`src/rtl/alu_pkg.sv`:
```
// Shared types for the nibble-serial adder: per-nibble control word, FSM
// states and the result-merging helper used by loop_over_all_nibbles.
package alu_pkg;

    localparam int unsigned NIBBLES = 8;

    typedef struct packed {
        logic       carry_in;
        logic [2:0] nibble_idx;
    } AluCtrl;

    typedef enum logic [1:0] {
        ST_IDLE,
        ST_RUN,
        ST_DONE
    } loop_state_t;

    // Drop the current nibble's sum into place; on finish the nibbles above
    // it are copied from word1 since nothing more needs adding there.
    function automatic logic [31:0] merge_nibbles(
        input logic [31:0] base,
        input logic [31:0] upper_src,
        input logic [3:0]  sum,
        input logic [2:0]  idx,
        input logic        take_upper
    );
        logic [31:0] r;
        r = base;
        for (int unsigned n = 0; n < NIBBLES; n++) begin
            if (n == 32'(idx)) begin
                r[n*4 +: 4] = sum;
            end else if (take_upper && (n > 32'(idx))) begin
                r[n*4 +: 4] = upper_src[n*4 +: 4];
            end
        end
        return r;
    endfunction

endpackage

```
`src/rtl/loop_over_all_nibbles_if.sv`:
```
// Operand/result bundle between the core control FSM (master) and the
// nibble-serial adder (slave).
interface loop_over_all_nibbles_if;
    import alu_pkg::*;

    logic        loop_perm_to_count;
    logic [2:0]  loop_nibbles_number;
    logic        word2_is_negative;
    logic [31:0] word1;
    logic [31:0] word2;
    logic [31:0] preinit_result;
    AluCtrl      ctrl;
    logic [31:0] result;
    logic        busy;

    modport master (
        output loop_perm_to_count, loop_nibbles_number, word2_is_negative,
               word1, word2, preinit_result,
        input  ctrl, result, busy
    );

    modport slave (
        input  loop_perm_to_count, loop_nibbles_number, word2_is_negative,
               word1, word2, preinit_result,
        output ctrl, result, busy
    );

endinterface

```
`src/rtl/alu_nibble.sv`:
```
// 4-bit adder slice, time-multiplexed across the eight nibbles of a word.
module alu_nibble (
    input  logic [3:0] a,
    input  logic [3:0] b,
    input  logic       carry_in,
    output logic [3:0] sum,
    output logic       carry_out
);

    assign {carry_out, sum} = 5'(a) + 5'(b) + 5'(carry_in);

endmodule

```
`src/rtl/loop_over_all_nibbles.sv`:
```
// Nibble-serial 32-bit adder, LSB nibble first, stalling the control FSM via busy.
// Define LOOP_NIBBLES_EARLY_EXIT_EN to finish as soon as the upper nibbles equal word1.
module loop_over_all_nibbles
    import alu_pkg::*;
(
    input  logic                     clk,
    input  logic                     rst_n,
    loop_over_all_nibbles_if.slave   bus
);

    loop_state_t state;
    logic [2:0]  idx;
    logic        carry;
    logic [31:0] result_reg;

    logic [3:0]  op_a;
    logic [3:0]  op_b;
    logic [3:0]  sum;
    logic        carry_out;
    logic        active;
    logic        last_nibble;
    logic        early_exit;
    logic        finish;
    logic [31:0] merged;

    always_comb begin
        op_a = bus.word1[{idx, 2'b00} +: 4];
        op_b = {4{bus.word2_is_negative}};
        if (idx <= bus.loop_nibbles_number) begin
            op_b = bus.word2[{idx, 2'b00} +: 4];
        end
    end

    alu_nibble u_nibble (
        .a         (op_a),
        .b         (op_b),
        .carry_in  (carry),
        .sum       (sum),
        .carry_out (carry_out)
    );

    // rst_n gates the combinational outputs so busy/result read 0 during reset.
    assign active      = rst_n && bus.loop_perm_to_count && (state != ST_DONE);
    assign last_nibble = (idx == 3'(NIBBLES - 1));

`ifdef LOOP_NIBBLES_EARLY_EXIT_EN
    assign early_exit = (idx >= bus.loop_nibbles_number) && !carry_out
                        && !bus.word2_is_negative;
`else
    assign early_exit = 1'b0;
`endif

    assign finish = active && (last_nibble || early_exit);
    assign merged = active ? merge_nibbles(result_reg, bus.word1, sum, idx, finish)
                           : result_reg;

    assign bus.busy               = active && !finish;
    assign bus.result             = merged;
    assign bus.ctrl.carry_in      = carry;
    assign bus.ctrl.nibble_idx    = idx;

    always_ff @(posedge clk or negedge rst_n) begin
        if (!rst_n) begin
            state      <= ST_IDLE;
            idx        <= '0;
            carry      <= 1'b0;
            result_reg <= '0;
        end else if (!bus.loop_perm_to_count) begin
            state      <= ST_IDLE;
            idx        <= '0;
            carry      <= 1'b0;
            result_reg <= bus.preinit_result;
        end else if (state != ST_DONE) begin
            result_reg <= merged;
            if (finish) begin
                state <= ST_DONE;
                idx   <= '0;
                carry <= 1'b0;
            end else begin
                state <= ST_RUN;
                idx   <= idx + 3'd1;
                carry <= carry_out;
            end
        end
    end

endmodule

```
`src/flat_wrapper.sv`:
```
// flat-port wrapper written by rule: the top's interface ports become plain ports
module loop_over_all_nibbles_flat import alu_pkg::*;
  (clk, rst_n, bus_loop_perm_to_count, bus_loop_nibbles_number, bus_word2_is_negative, bus_word1, bus_word2, bus_preinit_result, bus_ctrl, bus_result, bus_busy);
  loop_over_all_nibbles_if bus_i ();
  input  logic clk;
  input  logic rst_n;
  input wire logic [$bits(bus_i.loop_perm_to_count)-1:0] bus_loop_perm_to_count;
  input wire logic [$bits(bus_i.loop_nibbles_number)-1:0] bus_loop_nibbles_number;
  input wire logic [$bits(bus_i.word2_is_negative)-1:0] bus_word2_is_negative;
  input wire logic [$bits(bus_i.word1)-1:0] bus_word1;
  input wire logic [$bits(bus_i.word2)-1:0] bus_word2;
  input wire logic [$bits(bus_i.preinit_result)-1:0] bus_preinit_result;
  output wire logic [$bits(bus_i.ctrl)-1:0] bus_ctrl;
  output wire logic [$bits(bus_i.result)-1:0] bus_result;
  output wire logic [$bits(bus_i.busy)-1:0] bus_busy;
  assign bus_i.loop_perm_to_count = bus_loop_perm_to_count;
  assign bus_i.loop_nibbles_number = bus_loop_nibbles_number;
  assign bus_i.word2_is_negative = bus_word2_is_negative;
  assign bus_i.word1 = bus_word1;
  assign bus_i.word2 = bus_word2;
  assign bus_i.preinit_result = bus_preinit_result;
  assign bus_ctrl = bus_i.ctrl;
  assign bus_result = bus_i.result;
  assign bus_busy = bus_i.busy;
  loop_over_all_nibbles u_core (.clk(clk), .rst_n(rst_n), .bus(bus_i));
endmodule
```
`config.mk`:
```
export PLATFORM = sky130hd
export DESIGN_NAME = loop_over_all_nibbles_flat
export DESIGN_NICKNAME = d
export VERILOG_FILES = /design/src/rtl/alu_pkg.sv /design/src/rtl/loop_over_all_nibbles_if.sv /design/src/rtl/alu_nibble.sv /design/src/rtl/loop_over_all_nibbles.sv /design/src/flat_wrapper.sv
export SDC_FILE = /design/constraint.sdc
export NUM_CORES = 1
export LEC_CHECK = 0
export CORE_UTILIZATION = 45
export CTS_BUF_LIST = sky130_fd_sc_hd__clkbuf_8
export DETAILED_ROUTE_END_ITERATION = 12
export PLACE_DENSITY = 0.9
export SYNTH_ARGS = -nofsm -noshare
export SYNTH_HDL_FRONTEND = slang
export SYNTH_HIERARCHICAL = 1
export SYNTH_SLANG_ARGS = --single-unit
```
`constraint.sdc`:
```
create_clock -name clk -period 6.6 [get_ports clk]
set_clock_uncertainty 0.2 [all_clocks]
set_input_delay 1.32 -clock clk [delete_from_list [all_inputs] [get_ports clk]]
set_output_delay 1.32 -clock clk [all_outputs]
set_load 0.02 [all_outputs]
```
==> results.cfg <==
[setup_path]
slowest_delay_ns = 0.63
worstReg2RegStart = u_core/idx[0]
cp-startpoint = bus_loop_nibbles_number[1]
crit_type = primary input to output port
cp-end-kind = output port
crit_chain = clkdlybuf4s50_1, inv_1, ha_1, nor2b_1, o21ai_0, a32oi_1, mux2_2, fa_1, and4b_1, a311oi_1, o2bb2ai_1, clkdlybuf4s50_1
cp_common_cell = clkdlybuf4s50_1
regToRegSetupSlack_ns = 2.44
worstPathArrival_ns = 4.95
start_kind = primary input
cp_data_required_time_ns = 5.08
crit_slowest_cell = fa_1
crit_fanout = 6

[clock_network]
clock_latency_ns = 0.30
cts_hold_buf = 0
cts-root-buf = clkbuf_8
cts_tree = yes
cts.sinks = 38
ctsLongestPathBuffers = 2
clk_pin_slew_worst_paths_ns = 0.07
post_cts.repair.setup_buffers = 0
htreeDepth = 2
cts_made_buffers = 5

[synth]
ys_seq_elements = 38
syn_avg_cell_area_sq_um = 9.21
synth_edf_count = 0
async_flop_share_pct = 100
ys_types = 51
synthCells = 365
seq_area_frac_synth_pct = 28.3
synth_warnings = 6
syn_area_sq_um = 3360
syn-num-nets = 480
ys.flop_type = dfrtp_1

[sta]
setup_viol = 0
fin_crit_ns = 6.47
maxSlewViolCount = 0
timing.final.ws_setup_ns = 0.130
worstMarginPinSlew_ns = 0.667
final-hold-violation-count = 0
fmax_ghz = 0.155
rsz0062_at_grt = false
min_period_over_period_pct = 98.0
relSlewSlack_pct = 55.4
fin_tns_setup_ns = 0

[global_route]
grtUsageTotal_pct = 29.7
grt_pass1_wl_um = 17700
antenna_found_initial = 0
grt_pass1_vias = 3643
grt_overflow_total = 0
grt_max_degree = 42

[place]
placement.io_buffers = 139
dp_hpwl_um = 8540
gp_congestion = 0.901
dpl_worst_slack_ns = 0.00820
placed_cell_area_sq_um = 4810

[power]
peakVddDrop_mv = 0.120
power_density_nw_per_um2 = 196
p_leak_uw = 0.00218

[drt]
wl_per_cell_um = 19.5
drc = 0
drt_iter0_drc = 427
ant_nets = 0
vias_per_cell = 6.16
dr_total_vias = 3649
dr.pass1.iters = 5
routed_wl_um = 11600

[worst_hold_path]
min_path_type = register to register
hold_start = u_core/result_reg[14]

[finish]
antenna_cells = 0
fin_area_sq_um = 4960
nets = 607
drive_gt1_share_pct = 14.4
area_growth_pct = 47.5
largest_reg_flops = 32
fin_util_pct = 68.3

[floorplan]
dieWidth_um = 88.4
core_sq_um = 7250
rows = 31
fp.dieArea_sq_um = 7820
pin_count = 140
die_h_um = 88.4
floorplan.initialDensity_pct = 46.3

[job]
cap_viol_max_count = 0

[outcome]
status = complete, no violations
==> what timing repair did <==
action                                  CTS  global route
pin swaps                                 0             0
resized for setup                         1            18
endpoints found under the setup margin    1            21
==> synthesized netlist by cell type, types with 2 or more instances <==
library cell | number | area, sq um
nand2_1 | 56 | 210
dfrtp_1 | 38 | 951
nand3_1 | 26 | 130
mux2_2 | 23 | 259
clkbuf_1 | 17 | 63.8
inv_1 | 16 | 60.1
mux4_2 | 16 | 360
o21ai_0 | 16 | 80.1
nor2b_1 | 13 | 81.3
a22oi_1 | 10 | 75.1
ha_1 | 10 | 125
nor2_1 | 10 | 37.5
a31oi_1 | 9 | 56.3
nand2b_1 | 9 | 56.3
a311oi_1 | 8 | 70.1
and2_1 | 6 | 37.5
buf_2 | 6 | 30.0
a21boi_0 | 5 | 37.5
buf_4 | 5 | 37.5
a21o_1 | 4 | 30.0
a221o_1 | 4 | 40.0
and3b_1 | 4 | 35.0
and4b_1 | 4 | 40.0
o22ai_1 | 4 | 25.0
o2bb2ai_1 | 4 | 35.0
a21oi_1 | 3 | 15.0
a22o_1 | 3 | 26.3
mux2_4 | 3 | 45.0
nor3_1 | 3 | 15.0
o2111ai_1 | 3 | 26.3
a2bb2oi_1 | 2 | 17.5
buf_6 | 2 | 22.5
fa_1 | 2 | 40.0
mux2i_1 | 2 | 20.0
or3_1 | 2 | 12.5
xnor2_1 | 2 | 17.5
==> through the flow <==
stage                     hold WS [ns]  std cells  power [uW]
final                            0.338        592         972
after global routing             0.362        592        1020
after CTS                        0.333        592         958
after detailed placement         0.314        584         785
after global placement           0.298        584         773
after floorplan                  0.279        365         554
==> area by class of cell <==
| type | count | area, sq um |
|---|---|---|
| inverters | 16 | 60.1 |
| multi-input cells | 280 | 2210 |
| fillers | 574 | 2300 |
| flip-flops and latches | 38 | 951 |
| clock buffers | 6 | 82.6 |
| well taps | 99 | 124 |
| clock inverters | 2 | 8.76 |
| repair buffers | 151 | 1520 |
==> worst paths after layout <==
kind,end,cells after the start
max in group asynchronous,u_core/result_reg[13],2
worst max register to register,u_core/result_reg[22],14
worst min-delay path,u_core/result_reg[14],2
worst max-delay path,bus_result[20],12
min in group asynchronous,u_core/result_reg[25],2
worst min register to register,u_core/result_reg[14],2
==> power breakdown <==
group          switching, uW  internal, uW  leakage [uW]  total [uW]
clock                   87.9          82.9     0.0000524         171
combinational            265           260       0.00168         525
sequential              16.5           261      0.000451         277
total                    369           603       0.00218         972
==> metal layers <==
metal | GRT usage [%] | part of all wire [%] | vias up
met3 | 6.62 | 10 | 59
li1 | - | - | 1596
met2 | 52.6 | 48 | 272
met5 | 0 | 0 | -
met4 | 14.1 | 4.4 | 0
met1 | 33.9 | 37 | 1722
==> critical path, delay by kind of cell <==
kind / cells / cell delay (ns)
fa+ha+maj: 2 / 0.91
buf+inv: 3 / 1.07
simple gates: 2 / 0.40
compound gates: 4 / 0.86
mux: 1 / 0.39
==> cells in the final DEF (no fill, tap or decap), drive strengths merged, types with 5 or more instances in the layout <==
master           n
clkdlybuf4s50  120
and2             7
clkbuf           6
a21boi           5
nand2b           9
buf             14
o21ai           16
nor2            10
a31oi            9
dfrtp           38
nand2           56
dlymetal6s2s    16
nor2b           13
nand3           27
a311oi           8
mux4            16
a22oi           10
inv             17
mux2            26
ha              10
==> cell families (layout without fill, tap and decap cells) <==
kind of cell / Yosys count / after routing / share of synthesized area [%]
AND/OR/NAND/NOR: 140 / 140 / 21.5
AO/OA/AOI/OAI: 82 / 82 / 17.9
buffers and inverters: 47 / 175 / 6.48
multiplexers: 44 / 44 / 20.4
flip-flops: 38 / 38 / 28.3
adder cells (fa/ha/maj): 12 / 12 / 4.91
XOR/XNOR: 2 / 2 / 0.521
Power figures use the tool's default switching activity.
